==> src/rtl/fe_pred_stage.sv <==
// Fetch stage: PC register, FE latch toward DE, optional gshare direction predictor plus tagged BTB.
// Define FE_PRED_EN to build the predictor; without it fetch is strictly sequential (PC+4).
module fe_pred_stage #(
    parameter int               DBITS        = 32,
    parameter int               INSTBITS     = 32,
    parameter logic [DBITS-1:0] STARTPC      = 32'h200,
    parameter int               PTINDEXBITS  = 8,
    parameter int               BTBINDEXBITS = 4
) (
    input  logic                   clk,
    input  logic                   reset,
    output logic [DBITS-1:0]       imem_addr,
    input  logic [INSTBITS-1:0]    imem_rdata,
    input  logic                   stall_DE,
    input  logic                   br_redirect,
    input  logic [DBITS-1:0]       br_target,
    input  logic                   upd_valid,
    input  logic                   upd_taken,
    input  logic [DBITS-1:0]       upd_pc,
    input  logic [DBITS-1:0]       upd_target,
    input  logic [PTINDEXBITS-1:0] upd_pt_idx,
    output logic                   fe_valid,
    output logic [INSTBITS-1:0]    fe_inst,
    output logic [DBITS-1:0]       fe_pc,
    output logic [DBITS-1:0]       fe_pcplus,
    output logic [DBITS-1:0]       fe_inst_count,
    output logic                   pred_btb_hit,
    output logic                   pred_taken,
    output logic [DBITS-1:0]       pred_target,
    output logic [PTINDEXBITS-1:0] pred_pt_idx
);

    localparam int TAGBITS    = DBITS - BTBINDEXBITS - 2;
    localparam int PTENTRIES  = 1 << PTINDEXBITS;
    localparam int BTBENTRIES = 1 << BTBINDEXBITS;

    typedef struct packed {
        logic                   valid;
        logic [INSTBITS-1:0]    inst;
        logic [DBITS-1:0]       pc;
        logic [DBITS-1:0]       pcplus;
        logic [DBITS-1:0]       count;
        logic                   btb_hit;
        logic                   taken;
        logic [DBITS-1:0]       target;
        logic [PTINDEXBITS-1:0] pt_idx;
    } fe_latch_t;

    fe_latch_t              latch;
    logic [DBITS-1:0]       pc;
    logic [DBITS-1:0]       pc_plus;
    logic [DBITS-1:0]       fetch_count;
    logic                   lookup_hit;
    logic                   lookup_taken;
    logic [DBITS-1:0]       lookup_target;
    logic [PTINDEXBITS-1:0] lookup_pt_idx;

    assign imem_addr = pc;
    assign pc_plus   = pc + DBITS'(4);

`ifdef FE_PRED_EN
    logic [PTINDEXBITS-1:0]  bhr;
    logic [1:0]              pt         [PTENTRIES];
    logic [BTBENTRIES-1:0]   btb_valid;
    logic [TAGBITS-1:0]      btb_tag    [BTBENTRIES];
    logic [DBITS-1:0]        btb_target [BTBENTRIES];
    logic [BTBINDEXBITS-1:0] btb_idx;
    logic [BTBINDEXBITS-1:0] upd_btb_idx;
    logic                    unused_upd_pc_lo;

    assign btb_idx          = pc[BTBINDEXBITS+1:2];
    assign upd_btb_idx      = upd_pc[BTBINDEXBITS+1:2];
    assign lookup_pt_idx    = pc[PTINDEXBITS+1:2] ^ bhr;
    assign lookup_hit       = btb_valid[btb_idx] && (btb_tag[btb_idx] == pc[DBITS-1:BTBINDEXBITS+2]);
    assign lookup_taken     = lookup_hit && pt[lookup_pt_idx][1];
    assign lookup_target    = lookup_taken ? btb_target[btb_idx] : pc_plus;
    assign unused_upd_pc_lo = ^upd_pc[1:0];

    // Training writes land at the edge, so a same-cycle lookup always sees the old contents.
    always_ff @(posedge clk) begin
        if (reset) begin
            bhr       <= '0;
            btb_valid <= '0;
            for (int i = 0; i < PTENTRIES; i++) pt[i] <= 2'b01;
        end else if (upd_valid) begin
            bhr <= {bhr[PTINDEXBITS-2:0], upd_taken};
            if (upd_taken && pt[upd_pt_idx] != 2'b11)
                pt[upd_pt_idx] <= pt[upd_pt_idx] + 2'b01;
            else if (!upd_taken && pt[upd_pt_idx] != 2'b00)
                pt[upd_pt_idx] <= pt[upd_pt_idx] - 2'b01;
            if (upd_taken) btb_valid[upd_btb_idx] <= 1'b1;
        end
    end

    // NOTE: tag/target arrays carry no reset; btb_valid alone qualifies them, which keeps them plain RAM.
    always_ff @(posedge clk) begin
        if (!reset && upd_valid && upd_taken) begin
            btb_tag[upd_btb_idx]    <= upd_pc[DBITS-1:BTBINDEXBITS+2];
            btb_target[upd_btb_idx] <= upd_target;
        end
    end
`else
    logic unused_upd;

    assign lookup_pt_idx = '0;
    assign lookup_hit    = 1'b0;
    assign lookup_taken  = 1'b0;
    assign lookup_target = pc_plus;
    assign unused_upd    = ^{upd_valid, upd_taken, upd_pc, upd_target, upd_pt_idx};
`endif

    // NOTE: all state updates use non-blocking assignments so every register samples pre-edge values.
    always_ff @(posedge clk) begin
        if (reset) begin
            pc          <= STARTPC;
            fetch_count <= '0;
            latch       <= '0;
        end else if (br_redirect) begin
            pc    <= br_target;
            latch <= '0;
        end else if (!stall_DE) begin
            pc           <= lookup_target;
            fetch_count  <= fetch_count + DBITS'(1);
            latch.valid   <= 1'b1;
            latch.inst    <= imem_rdata;
            latch.pc      <= pc;
            latch.pcplus  <= pc_plus;
            latch.count   <= fetch_count;
            latch.btb_hit <= lookup_hit;
            latch.taken   <= lookup_taken;
            latch.target  <= lookup_target;
            latch.pt_idx  <= lookup_pt_idx;
        end
    end

    assign fe_valid      = latch.valid;
    assign fe_inst       = latch.inst;
    assign fe_pc         = latch.pc;
    assign fe_pcplus     = latch.pcplus;
    assign fe_inst_count = latch.count;
    assign pred_btb_hit  = latch.btb_hit;
    assign pred_taken    = latch.taken;
    assign pred_target   = latch.target;
    assign pred_pt_idx   = latch.pt_idx;

endmodule

==> config.mk <==
export PLATFORM = sky130hd
export DESIGN_NAME = fe_pred_stage
export DESIGN_NICKNAME = d
export VERILOG_FILES = /design/src/rtl/fe_pred_stage.sv
export SDC_FILE = /design/constraint.sdc
export NUM_CORES = 1
export LEC_CHECK = 0
export BUFFER_PORTS_ARGS = -buffer_cell sky130_fd_sc_hd__buf_4
export CAP_MARGIN = 20
export CORE_MARGIN = 2
export CORE_UTILIZATION = 40
export CTS_CLUSTER_SIZE = 10
export DETAILED_ROUTE_END_ITERATION = 8
export PLACE_DENSITY = 0.71
export SLEW_MARGIN = 10
export SYNTH_ARGS = -nofsm -noshare
export SYNTH_HDL_FRONTEND = slang
export SYNTH_SLANG_ARGS = --single-unit
==> constraint.sdc <==
create_clock -name clk -period 1.7 [get_ports clk]
set_input_delay 0.17 -clock clk [delete_from_list [all_inputs] [get_ports clk]]
set_output_delay 0.17 -clock clk [all_outputs]
set_load 0.005 [all_outputs]
# Yosys cells after proc, flatten, opt, wreduce, memory -nomap -nowiden
# Cells that the tools add are included.
dict set report op_classes {
  add_sub_neg 2
  n_mul 0
  div_mod_pow 0
  n_lt_le_gt_ge 0
  eq_ne 1
  shift 0
  mux 2
  bitwise 2
  n_reduce_logical 2
}
# cell count
set ops {}
lappend ops {{32-bit two-way mux} 2}
lappend ops {{32-bit by 1-bit adder with 32-bit output (second input constant)} 1}
lappend ops {{32-bit by 3-bit adder with 32-bit output (second input constant)} 1}
lappend ops {{2-bit by 1-bit != test with 1-bit output (second input constant)} 1}
lappend ops {{1-bit inverter} 2}
lappend ops {{2-bit AND reduction} 1}
lappend ops {{2-bit OR reduction} 1}
dict set report totals {
  register_bits 193
  latch_bits 0
  mem_bits_rw 0
  mem_bits_ro 0
  output_inout_bits 203
  word_cells 16
  mem_count 0
}

# Depth between registers and ports, before layout
# Gate-level depths: netlist of the first run.
dict set report logic_depth {
  depth_word 3
  depth_mapped 7
  mapped_depth_nobuf 6
}

# Least setup slack after synthesis of the first run
# Ideal clock, no wire load.
dict set report synth_timing {
  kind {reg-to-reg}
  from {register pc[2] (netlist: imem_addr[2])}
  to {register latch (netlist bit pred_target[22])}
  setup_time_ns 0.133
  arrival_ns 1.702
  t_required_ns 1.567
  path_slack_ns -0.135
  stages_incl_launch_ff 8
  n_path_buf 1
  cell_sequence {dfxtp_1 > ha_1 > and3_1 > buf_2 > nand3_1 > nor4_1 > xnor2_1 > a21oi_1}
}
dict set report synth_via {
  elab_chain_len 1
}
# item line
set synth_rtl {}
lappend synth_rtl {{start: declaration} 50} ;# logic [DBITS-1:0] pc;
lappend synth_rtl {{start signal: assignment} 119} ;# pc <= br_target;
lappend synth_rtl {{start signal: assignment} 122} ;# pc <= lookup_target;
lappend synth_rtl {{32-bit by 3-bit adder with 32-bit output} 59} ;# assign pc_plus = pc + DBITS'(4);
lappend synth_rtl {{end: declaration} 49} ;# fe_latch_t latch;
# No other way between the ends.
# A chain may end at the register's enable or synchronous reset.

# Worst setup path in the final report of the first run
dict set report layout_timing {
  from {register pc[2] (netlist: imem_addr[2])}
  to {register latch (netlist bit pred_target[16])}
}
# Same word-level chain as after synthesis.

==> results of run 1 <==
kinds of logic (layout without fill, tap and decap cells):
| kind of cell | after synthesis | in the layout | synth area share |
|---|---|---|---|
| AO/OA/AOI/OAI | 100 | 100 | 0.0654 |
| XOR/XNOR | 80 | 80 | 0.0836 |
| other | 1 | 10 | 0.000448 |
| buffers and inverters | 127 | 460 | 0.0811 |
| adder cells (fa/ha/maj) | 2 | 2 | 0.00299 |
| flip-flops | 191 | 191 | 0.456 |
| AND/OR/NAND/NOR | 325 | 325 | 0.188 |
| multiplexers | 102 | 102 | 0.122 |
synth_stat cells, drive strengths merged, types with 2 or more instances:
library cell	instances	share of area
dfxtp	191	0.46
nor2	166	0.074
mux2i	102	0.12
buf	69	0.055
a21oi	54	0.032
xnor2	50	0.052
clkbuf	39	0.017
nand3	39	0.024
nand2	38	0.017
xor2	30	0.031
o21ai	25	0.015
nand4	21	0.019
inv	18	0.0081
nor3	13	0.0078
nor4	13	0.015
o21a	11	0.0099
and3	8	0.0060
and4	6	0.0063
nor2b	5	0.0037
o22ai	5	0.0037
and2	3	0.0022
or3	3	0.0022
and4bb	2	0.0030
ha	2	0.0030
nand2b	2	0.0015
nand4b	2	0.0021
per-layer routing:
layer,share of wire,global-route usage
met2,0.50,0.376
met1,0.42,0.263
met3,0.062,0.0544
met4,0.019,0.0586
met5,0,0
worst reg2reg max path: cells and delay by family, from the launching register on:
family          cells  cell delay, ns
compound gates      1            0.13
xor+xnor            1            0.16
fa+ha+maj           1            0.18
buf+inv             2            0.34
flops               1            0.37
simple gates        3            0.41
cell usage in the layout (no fill, tap or decap), types with 5 or more instances in the layout:
cell           count
buf_4            355
dfxtp_1          174
nor2_1           165
mux2i_1          102
a21oi_1           54
xnor2_1           50
dlygate4sd3_1     46
nand2_1           38
nand3_1           35
xor2_1            30
o21ai_0           25
inv_1             18
nand4_1           18
clkbuf_16         17
dfxtp_2           14
o21a_1            11
conb_1            10
nor3_1             8
and3_1             7
bufinv_16          6
nor2b_1            5
nor4_4             5
nor3_2             5
o22ai_1            5
buf_6              5
state kept, by name, indices dropped and copies added (netlist names):
name,flops
fe_valid,1
pred_target,30
fetch_count,32
fe_inst,32
fe_inst_count,32
imem_addr,32
fe_pc,32
layout make-up:
class,count,area (µm²),area share
multi-input cells,619,4050,0.331
clock inverters,12,231,0.0189
clock buffers,19,433,0.0354
flip-flops and latches,191,3850,0.315
inverters,19,71.3,0.00583
repair buffers,410,3250,0.266
well taps,270,338,0.0276
power groups by stage:
stage	Clock [mW]	Sequential (mW)	Combinational [mW]
final	4.56	4.69	1.17
after global routing	4.81	4.70	1.26
after CTS	4.63	4.69	1.15
after detailed placement	0	4.79	1.05
after global placement	0	4.79	1.04
after floorplan	0	4.80	0.543
path summary, 6_finish.rpt:
kind | start | to | slack, ns | cells past startpoint
worst max-delay path | imem_addr[2] | pred_target[16] | 0.05 | 8
worst min-delay path | br_target[29] | imem_addr[29] | 0.02 | 3
worst max register to register | imem_addr[2] | pred_target[16] | 0.05 | 8
worst min register to register | fe_valid | fe_valid | 0.46 | 1
through the flow:
| stage | utilization | setup slack, ns |
|---|---|---|
| finish | 0.600 | 0.0519 |
| global route | 0.600 | -0.0502 |
| global placement | 0.533 | 0.0141 |
| CTS | 0.591 | 0.00412 |
| detailed placement | 0.533 | -0.0261 |
| floorplan | - | 0.00625 |
repair_timing:
| item | 4_1_cts | 5_1_grt |
|---|---|---|
| gates cloned | 0 | 1 |
| buffers inserted | 2 | 8 |
| endpoints found under the setup margin | 7 | 32 |
| hold buffers | 46 | 0 |
| gates resized for setup | 6 | 40 |
| pin swaps | 2 | 12 |
| endpoints found under the hold margin | 46 | 0 |
==> metrics.md, run 1 <==
| Metric | Value |
|---|---|
| ANT cells | `0` |
| Initial DRC count | `415` |
| Post-Route WL | `about 25,000 µm` |
| First-pass GRT wire length | `38,000 µm` |
| Post-Syn Area per Cell | `between 9 and 10 µm²` |
| Setup TNS | `0 ns` |
| VDD IR-drop max | `between 0.0006 and 0.0007 V` |
| Crit-path slowest cell | `dfxtp_4` |
| Period Utilization, post-route | `0.969` |
| Fill cells | `between 1,500 and 2,000` |
| Worst-Skew Late Latency | `around 0.43 ns` |
| Synth-to-layout area growth | `45.9%` |
| Vias/cell | `around 5.0` |
| Gpl congestion | `between 0.8 and 0.9` |
| Post-layout net count | `1,402` |
| Die footprint | `22,100 µm²` |
| Element type at the critical path end | `flop` |
| Critical path launch point type | `flop` |
| Number of I/O pins | `between 300 and 400` |
| Hold_ws | `0.0229 ns` |
| Pwr dens | `roughly 850 nW/µm²` |
| Switch Pwr | `~2.4 mW` |
| Finished Layout Cells | `approximately 1,500` |
| Clock network power share | `0.438` |
| CTS tree | `done` |
| Yosys reg bits | `191` |
| Placed insts | `1,452` |
| Final ANT Viol Nets | `0` |
| Dominant register cell in the synthesized netlist | `dfxtp_1` |
| Post-synth cell types | `between 40 and 50` |
| DR pass1 iterations | `4` |
| Arrival time worst endpoint | `2.01 ns` |
| Fin. Hold Viols | `0` |
| Ys Warns | `0` |
| Final Cell Area | `~12,000 µm²` |
| Highest Clock Rate | `between 600 and 700 MHz` |
| Comb pwr share | `0.112` |
| DR vias | `approximately 7,600` |
| Worst slew pin tran | `around 0.5 ns` |
| Switching Share | `0.233` |
| Critical path type | `reg -> reg` |
| H-tree Lvls | `4` |
| Hold Path Class | `in -> reg` |
| Grt total ovfl | `0` |
| CORE AREA | `slightly above 20,000 µm²` |
| Number of synthesized flops with an enable pin | `0` |
| Initial antenna violation count | `0` |
| Synth Cell Area | `around 8400 µm²` |
| Setup violators final | `0` |
| DR DRC count | `0` |
| WL/cell | `roughly 16 µm` |
| Cells after synthesis | `approximately 930` |
| Initial core utilization | `0.411` |
| CP delay by family, top | `simple AND/OR/NAND/NOR gates` |
| Total power | `around 10 mW` |
| Leakage | `about 5.5 nW` |
| Vias in the first global route | `7,358` |
| Crit path time final | `between 1.5 and 2 ns` |
| Die Span Y | `around 150 µm` |
| Slew margin rel. | `0.663` |
| FFs w/ async S/R, synth | `0` |
| Rows | `52` |
| Clk buf depth | `2` |
| All-Layer GR Usage | `0.215` |
| Clock tree sinks | `191` |
| CTS Buf Count | `17` |
| Port buffer count | `260` |
| Crit-path cells | `ha_2 > buf_4 > nand3_2 > nor2_4 > buf_2 > nand4_1 > xor2_1 > a21oi_1` |
| Internal power | `roughly 8.0 mW` |
| Skew final | `0.0122 ns` |
| Post-DP HPWL | `about 17,000 µm` |
| RSZ-0062 raised after global routing | `true` |
| Status | `completed` |
| Chip width | `149 µm` |
| Clock transition at the registers of the reported paths | `0.07 ns` |
| Root buf cell | `clkbuf_16` |
| Max cap viols | `0` |
| Critical path peak fanout | `6` |
| Final Slew Violations | `0` |
| Register area share after synthesis | `0.456` |
| Largest net degree at the start of global routing | `between 50 and 60` |
| CP peak stage delay | `roughly 0.37 ns` |
| Required time of the worst setup path | `2.07 ns` |
| CP Buf/Inv Count | `2` |
| Placed Area | `between 10,000 and 15,000 µm²` |
| Ratio of cells with drive above 1 in the final layout | `0.349` |
| Flop pwr share | `0.450` |
No activity file was read; power rests on OpenSTA's default activity.
==> run 2, diff against run 1 <==
--- a/config.mk
+++ b/config.mk
@@ -7,11 +7,14 @@
 export LEC_CHECK = 0
 export BUFFER_PORTS_ARGS = -buffer_cell sky130_fd_sc_hd__buf_4
 export CAP_MARGIN = 20
+export CELL_PAD_IN_SITES_DETAIL_PLACEMENT = 1
+export CELL_PAD_IN_SITES_GLOBAL_PLACEMENT = 1
 export CORE_MARGIN = 2
-export CORE_UTILIZATION = 40
+export CORE_UTILIZATION = 32
+export CTS_CLUSTER_DIAMETER = 150
 export CTS_CLUSTER_SIZE = 10
 export DETAILED_ROUTE_END_ITERATION = 8
-export PLACE_DENSITY = 0.71
+export PLACE_DENSITY_LB_ADDON = 0.1
 export SLEW_MARGIN = 10
 export SYNTH_ARGS = -nofsm -noshare
 export SYNTH_HDL_FRONTEND = slang
==> run 2 against run 1 <==
  * Global-route usage down 2.2 points
  * Sequential cell count unchanged
  * Setup slack worse by 0.029 ns
  * Fmax down 1.7%
  * Critical path depth down 2
  * Combinational power about the same
  * Clock skew up 0.0029 ns
  * Design area up 1.0%
  * Highest routed layer unchanged
==> metrics.md, run 2 (synthesized netlist as in run 1, its figures left out) <==
| Metric | Value |
|---|---|
| Hold_ws | `0.00679 ns (-0.0161 ns)` |
| Skew final | `0.0151 ns (+0.00285 ns)` |
| Post-Route WL | `26,900 µm (+9.4%)` |
| Slew margin rel. | `0.668 (+0.00477)` |
| Element type at the critical path end | `flop` |
| Hold Path Class | `in -> reg` |
| Post-DP HPWL | `19,100 µm (+13%)` |
| Ratio of cells with drive above 1 in the final layout | `0.358 (+0.00894)` |
| Placed insts | `1,530 (+5.4%)` |
| All-Layer GR Usage | `0.193 (-0.0221)` |
| Arrival time worst endpoint | `2.00 ns (about the same)` |
| Flop pwr share | `0.473 (+0.023)` |
| Flop2flop setup slack | `0.02 ns (-0.03 ns)` |
| H-tree Lvls | `4 (unchanged)` |
| Final Slew Violations | `0 (unchanged)` |
| Switch Pwr | `2.70 mW (+11%)` |
| Setup crit start | `imem_addr[11]` |
| Synth-to-layout area growth | `47.4%` |
| Clk buf depth | `2 (unchanged)` |
| Die footprint | `27,500 µm² (+24%)` |
| Crit-path slowest cell | `dfxtp_4` |
| Internal power | `7.20 mW (-9.9%)` |
| Setup WS pre-CTS | `-0.0574 ns (-0.0313 ns)` |
| ANT cells | `0 (unchanged)` |
| WHS Path Cells | `3 (unchanged)` |
| Clock network power share | `0.406 (-0.032)` |
| Crit path time final | `1.68 ns (+0.0286 ns)` |
| Port buffer count | `260 (unchanged)` |
| Most frequent cells in the layout | `buf_4, dfxtp_1, nor2_1, mux2i_1, a21oi_1` |
| Crit-path cells | `nand4_4 > nor4_4 > buf_6 > nand3_2 > o21a_1 > o31a_1` |
| Switching Share | `0.273 (+0.0401)` |
| Chip width | `166 µm (+11%)` |
| Grt total ovfl | `0 (unchanged)` |
| R2R depth | `6 (-2)` |
| Number of I/O pins | `345 (unchanged)` |
| Worst-Skew Late Latency | `0.44 ns (about the same)` |
| Root buf cell | `clkbuf_16` |
| Period Utilization, post-route | `0.986 (+0.0168)` |
| Register area | `3860 µm² (about the same)` |
| Fin. Hold Viols | `0 (unchanged)` |
| Pwr dens | `802 nW/µm² (-5.9%)` |
| Initial core utilization | `0.323 (-0.0881)` |
| Leakage | `5.52 nW (+0.78%)` |
| Vias/cell | `4.70 (-5.3%)` |
| Max cap viols | `0 (unchanged)` |
| DR vias | `7,601 (-0.52%)` |
| Largest net degree at the start of global routing | `62 (+19%)` |
| VDD IR-drop max | `0.000491 V (-30%)` |
| Crit path to | `imem_addr[23]` |
| Critical path launch point type | `flop` |
| Critical path peak fanout | `6 (unchanged)` |
| Total power | `9.90 mW (-5.0%)` |
| Required time of the worst setup path | `2.02 ns (-0.05 ns)` |
| Reg2reg end | `imem_addr[23]` |
| Critical path type | `reg -> reg` |
| CORE AREA | `25,900 µm² (+27%)` |
| Die Span Y | `166 µm (+11%)` |
| Initial antenna violation count | `0 (unchanged)` |
| Final critical-path setup slack | `0.0233 ns (-0.0286 ns)` |
| First-pass GRT wire length | `43,100 µm (+14%)` |
| DR pass1 iterations | `4 (unchanged)` |
| Rows | `59 (+13%)` |
| CP peak stage delay | `0.39 ns (+0.02 ns)` |
| Clock transition at the registers of the reported paths | `0.08 ns (about the same)` |
| Initial DRC count | `242 (-42%)` |
| Finished Layout Cells | `1,618 (+5.1%)` |
| Clock tree sinks | `191 (unchanged)` |
| WL/cell | `16.6 µm (+4.1%)` |
| Worst r2r src | `imem_addr[11]` |
| Worst slew pin tran | `0.494 ns (-0.0117 ns)` |
| Commonest non-fill, non-tap cell in the layout | `buf_4` |
| Highest Clock Rate | `596 MHz (-1.7%)` |
| Post-layout net count | `1,414 (+0.86%)` |
| CTS Buf Count | `17 (unchanged)` |
| Area of the multi-input gates | `4080 µm² (+0.59%)` |
| RSZ-0062 raised after global routing | `true` |
| Setup violators final | `0 (unchanged)` |
| Vias in the first global route | `7,947 (+8.0%)` |
| CTS tree | `done` |
| Comb pwr share | `0.120 (+0.008)` |
| Final ANT Viol Nets | `0 (unchanged)` |
| Status | `completed` |
| DR DRC count | `0 (unchanged)` |
| Gpl congestion | `0.809 (-4.4%)` |
| Fill cells | `2,997 (+75%)` |
==> run 2: critical path, delay by kind of cell, from the launching register on <==
kind                   cells  cell delay (ns)
DFF                        1             0.39
buffers and inverters      1             0.17
AOI/OAI and AO/OA          2             0.39
and+or+nand+nor            3             0.61
==> run 2: power by group through the flow <==
stage | Clock, mW | Sequential (mW) | Combinational [mW]
2_1_floorplan | 0 | 4.80 | 0.543
3_3_place_gp | 0 | 4.79 | 1.09
3_5_place_dp | 0 | 4.79 | 1.10
4_1_cts | 4.13 | 4.69 | 1.20
5_1_grt | 4.32 | 4.71 | 1.30
6_report | 4.02 | 4.69 | 1.19
==> run 2: worst min-delay path by stage <==
stage | start | endpoint | slack [ns]
after global routing | br_target[12] | imem_addr[12] | 0.03
after floorplan | br_target[2] | imem_addr[2] | 0.31
after global placement | imem_rdata[27] | fe_inst[27] | 0.40
after CTS | br_target[29] | imem_addr[29] | 0.003
final | br_target[12] | imem_addr[12] | 0.007
after detailed placement | br_target[4] | imem_addr[4] | 0.41
==> run 2: layer usage <==
metal / global-route usage / part of all wire / wire length (µm) / up-vias
met2: 0.333 / 0.49 / 13200 / 177
met5: 0 / 0 / 0 / -
met3: 0.0434 / 0.046 / 1230 / 20
met4: 0.0442 / 0.012 / 323 / 0
met1: 0.246 / 0.45 / 12100 / 3657
li1: - / - / - / 3747
==> run 2: stage by stage <==
stage | setup TNS [ns] | utilization | instance area (µm²)
after floorplan | 0 | - | 8450
after global placement | -0.108 | 0.427 | 11100
after detailed placement | -0.195 | 0.427 | 11100
after CTS | 0 | 0.468 | 12100
after global routing | -0.185 | 0.477 | 12300
final | 0 | 0.477 | 12300
==> run 2: final cells by class <==
cell class	instances	share of cell area
multi-input cells	619	0.330
inverters	19	0.00578
clock buffers	18	0.0348
clock inverters	14	0.0120
flip-flops and latches	191	0.312
repair buffers	422	0.271
well taps	335	0.0339
==> run 2: what timing repair did <==
item,CTS,global route
endpoints found under the hold margin,47,0
hold buffers,47,0
buffers inserted,1,8
pin swaps,1,12
resized for setup,6,41
cloned,0,0
endpoints found under the setup margin,10,36
==> run 3, diff against run 2 <==
--- a/config.mk
+++ b/config.mk
@@ -14,6 +14,7 @@
 export CTS_CLUSTER_DIAMETER = 150
 export CTS_CLUSTER_SIZE = 10
 export DETAILED_ROUTE_END_ITERATION = 8
+export GPL_TIMING_DRIVEN = 0
 export PLACE_DENSITY_LB_ADDON = 0.1
 export SLEW_MARGIN = 10
 export SYNTH_ARGS = -nofsm -noshare
==> constraint.sdc (replaced) <==
create_clock -name clk -period 1.4 [get_ports clk]
set_input_delay 0.14 -clock clk [delete_from_list [all_inputs] [get_ports clk]]
set_output_delay 0.14 -clock clk [all_outputs]
set_load 0.005 [all_outputs]
==> run 3 against run 2 <==
  * The run now ends with negative setup slack left
  * Count of clock-buffer cells in the layout increased by 3
  * Fmax decreased by 5.7%
  * Hold slack gained 0.0016 ns
  * Critical path type unchanged
  * Highest routed layer unchanged
==> metrics.md, run 3 (synthesized netlist as in run 1, its figures left out) <==
| Metric | Value |
|---|---|
| Status | `complete, but fails checks` |
| Failing checks | `negative setup slack` |
| Fin. Hold Viols | `0 (unchanged)` |
| VDD IR-drop max | `0.000656 V (+34%)` |
| Final critical-path setup slack | `-0.378 ns (-0.402 ns)` |
| Grt total ovfl | `0 (unchanged)` |
| Hold Path Class | `in -> reg` |
| Initial antenna violation count | `0 (unchanged)` |
| Clock tree sinks | `191 (unchanged)` |
| Required time of the worst setup path | `1.70 ns (-0.32 ns)` |
| Final Slew Violations | `0 (unchanged)` |
| R2R depth | `6 (unchanged)` |
| Post-DP HPWL | `21,000 µm (+9.8%)` |
| First-pass GRT wire length | `49,200 µm (+14%)` |
| H-tree Lvls | `4 (unchanged)` |
| Number of I/O pins | `345 (unchanged)` |
| Worst-Skew Late Latency | `0.45 ns (about the same)` |
| Highest Clock Rate | `562 MHz (-5.7%)` |
| Most frequent cells in the layout | `buf_4, nor2_1, dfxtp_1, mux2i_1, dlygate4sd3_1` |
| Die footprint | `27,500 µm² (unchanged)` |
| Post-layout net count | `1,515 (+7.1%)` |
| Total power | `12.2 mW (+24%)` |
| Clock transition at the registers of the reported paths | `0.07 ns (about the same)` |
| Cell count along the critical path | `6 (unchanged)` |
| Skew final | `0.0155 ns (+0.000408 ns)` |
| CORE AREA | `25,900 µm² (unchanged)` |
| Gpl congestion | `0.807 (-0.19%)` |
| Die Span Y | `166 µm (unchanged)` |
| Commonest non-fill, non-tap cell in the layout | `buf_4` |
| Crit-path cells | `buf_6 > nand4_4 > nor2_1 > nand4b_1 > xor2_1 > a21oi_1` |
| Crit-path slowest cell | `nor2_1` |
| CTS tree | `done` |
| Clk buf depth | `2 (unchanged)` |
| Initial core utilization | `0.323 (unchanged)` |
| Crit path time final | `1.78 ns (+0.102 ns)` |
| Finished Layout Cells | `1,718 (+6.2%)` |
| Worst slew pin tran | `0.799 ns (+0.305 ns)` |
| Rows | `59 (unchanged)` |
| Max cap viols | `0 (unchanged)` |
| All-Layer GR Usage | `0.226 (+0.0328)` |
| Ratio of cells with drive above 1 in the final layout | `0.457 (+0.0992)` |
| CP Buf/Inv Count | `1 (unchanged)` |
| Setup crit start | `imem_addr[10]` |
| Period Utilization, post-route | `1.27 (+0.284)` |
| Largest net degree at the start of global routing | `18 (-71%)` |
| Critical path type | `reg -> reg` |
| Setup violators final | `73 (+73)` |
| Final ANT Viol Nets | `0 (unchanged)` |
| Vias/cell | `4.81 (+2.5%)` |
| DR DRC count | `0 (unchanged)` |
| Chip width | `166 µm (unchanged)` |
| ANT cells | `0 (unchanged)` |
| CTS Buf Count | `17 (unchanged)` |
| Leakage | `6.34 nW (+15%)` |
| Fill cells | `2,905 (-3.1%)` |
| Initial DRC count | `352 (+45%)` |
| Vias in the first global route | `8,542 (+7.5%)` |
| Post-Route WL | `32,700 µm (+22%)` |
| Critical path peak fanout | `6 (unchanged)` |
| DR pass1 iterations | `5 (+1)` |
| Hold Path Origin | `br_target[30]` |
| Element type at the critical path end | `flop` |
| Pwr dens | `879 nW/µm² (+9.6%)` |
| Setup TNS | `-13.87 ns (-13.87 ns)` |
| WHS Path Cells | `3 (unchanged)` |
| Hold_ws | `0.00840 ns (+0.00161 ns)` |
| CP peak stage delay | `0.40 ns (about the same)` |
| Placed insts | `1,531 (+0.065%)` |
| Worst r2r src | `imem_addr[10]` |
| WL/cell | `19.1 µm (+15%)` |
| Arrival time worst endpoint | `2.07 ns (+0.07 ns)` |
| Finished Core Util | `0.537 (+0.0609)` |
| Synth-to-layout area growth | `66.2%` |
| Slew margin rel. | `0.468 (-0.200)` |
| RSZ-0062 raised after global routing | `true` |
| Root buf cell | `clkbuf_16` |
| CP delay by family, top | `simple AND/OR/NAND/NOR gates` |
| Critical path launch point type | `flop` |
| Port buffer count | `259 (-0.38%)` |
| DR vias | `8,270 (+8.8%)` |
[run 3: changes by cell type in the layout (fill, tap and decap cells not counted), sizes merged]
| cell | before | now |
|---|---|---|
| inv | 25 | 23 |
| buf | 375 | 435 |
| dlygate4sd3 | 47 | 51 |
| clkbuf | 18 | 58 |
| clkinvlp | 1 | 2 |
| bufinv | 0 | 1 |
| clkinv | 7 | 3 |
[run 3: final cells by class]
| type | instances | area (µm²) | share of cell area |
|---|---|---|---|
| clock inverter | 10 | 100 | 0.00719 |
| sequential | 191 | 3950 | 0.284 |
| buffer | 101 | 674 | 0.0484 |
| inverter | 19 | 71.3 | 0.00512 |
| tap | 335 | 419 | 0.0301 |
| multi-input combinational | 619 | 4750 | 0.341 |
| clock buffer | 21 | 472 | 0.0339 |
| timing repair buffer | 422 | 3490 | 0.251 |
[run 3: where the power goes]
part	internal (mW)	switching, mW
Clock	2.62	2.25
Combinational	0.878	0.769
Sequential	5.54	0.178
[run 3: worst min-delay path, delay by kind of cell]
| family | cells | cell delay [ns] |
|---|---|---|
| buffers and inverters | 1 | 0.08 |
| AO/OA/AOI/OAI | 2 | 0.18 |
[run 3: metrics by stage]
step / area (µm²) / setup slack (ns)
floorplan: 8730 / -0.259
global route: 13900 / -0.447
detailed placement: 11100 / -1.14
finish: 13900 / -0.378
CTS: 13300 / -0.325
global placement: 11100 / -1.10
[run 3: path summary, 6_finish.rpt]
| check | end | slack [ns] |
|---|---|---|
| worst max-delay path | pred_target[30] | -0.38 |
| worst min-delay path | imem_addr[30] | 0.008 |
| worst max register to register | pred_target[30] | -0.38 |
| worst min register to register | fe_valid | 0.46 |
[run 3: what timing repair did]
action	4_1_cts	5_1_grt
pin swaps	75	67
gates cloned	2	2
resized for setup	147	96
setup endpoints to repair	143	111
endpoints found under the hold margin	51	0
buffers inserted	76	35
hold buffers	51	0
[run 3: routing by layer]
layer,up-vias,global-route usage,part of all wire
met4,0,0.0635,0.022
met2,255,0.401,0.51
met5,-,0,0
met3,45,0.0441,0.051
met1,4007,0.277,0.42
li1,3963,-,-
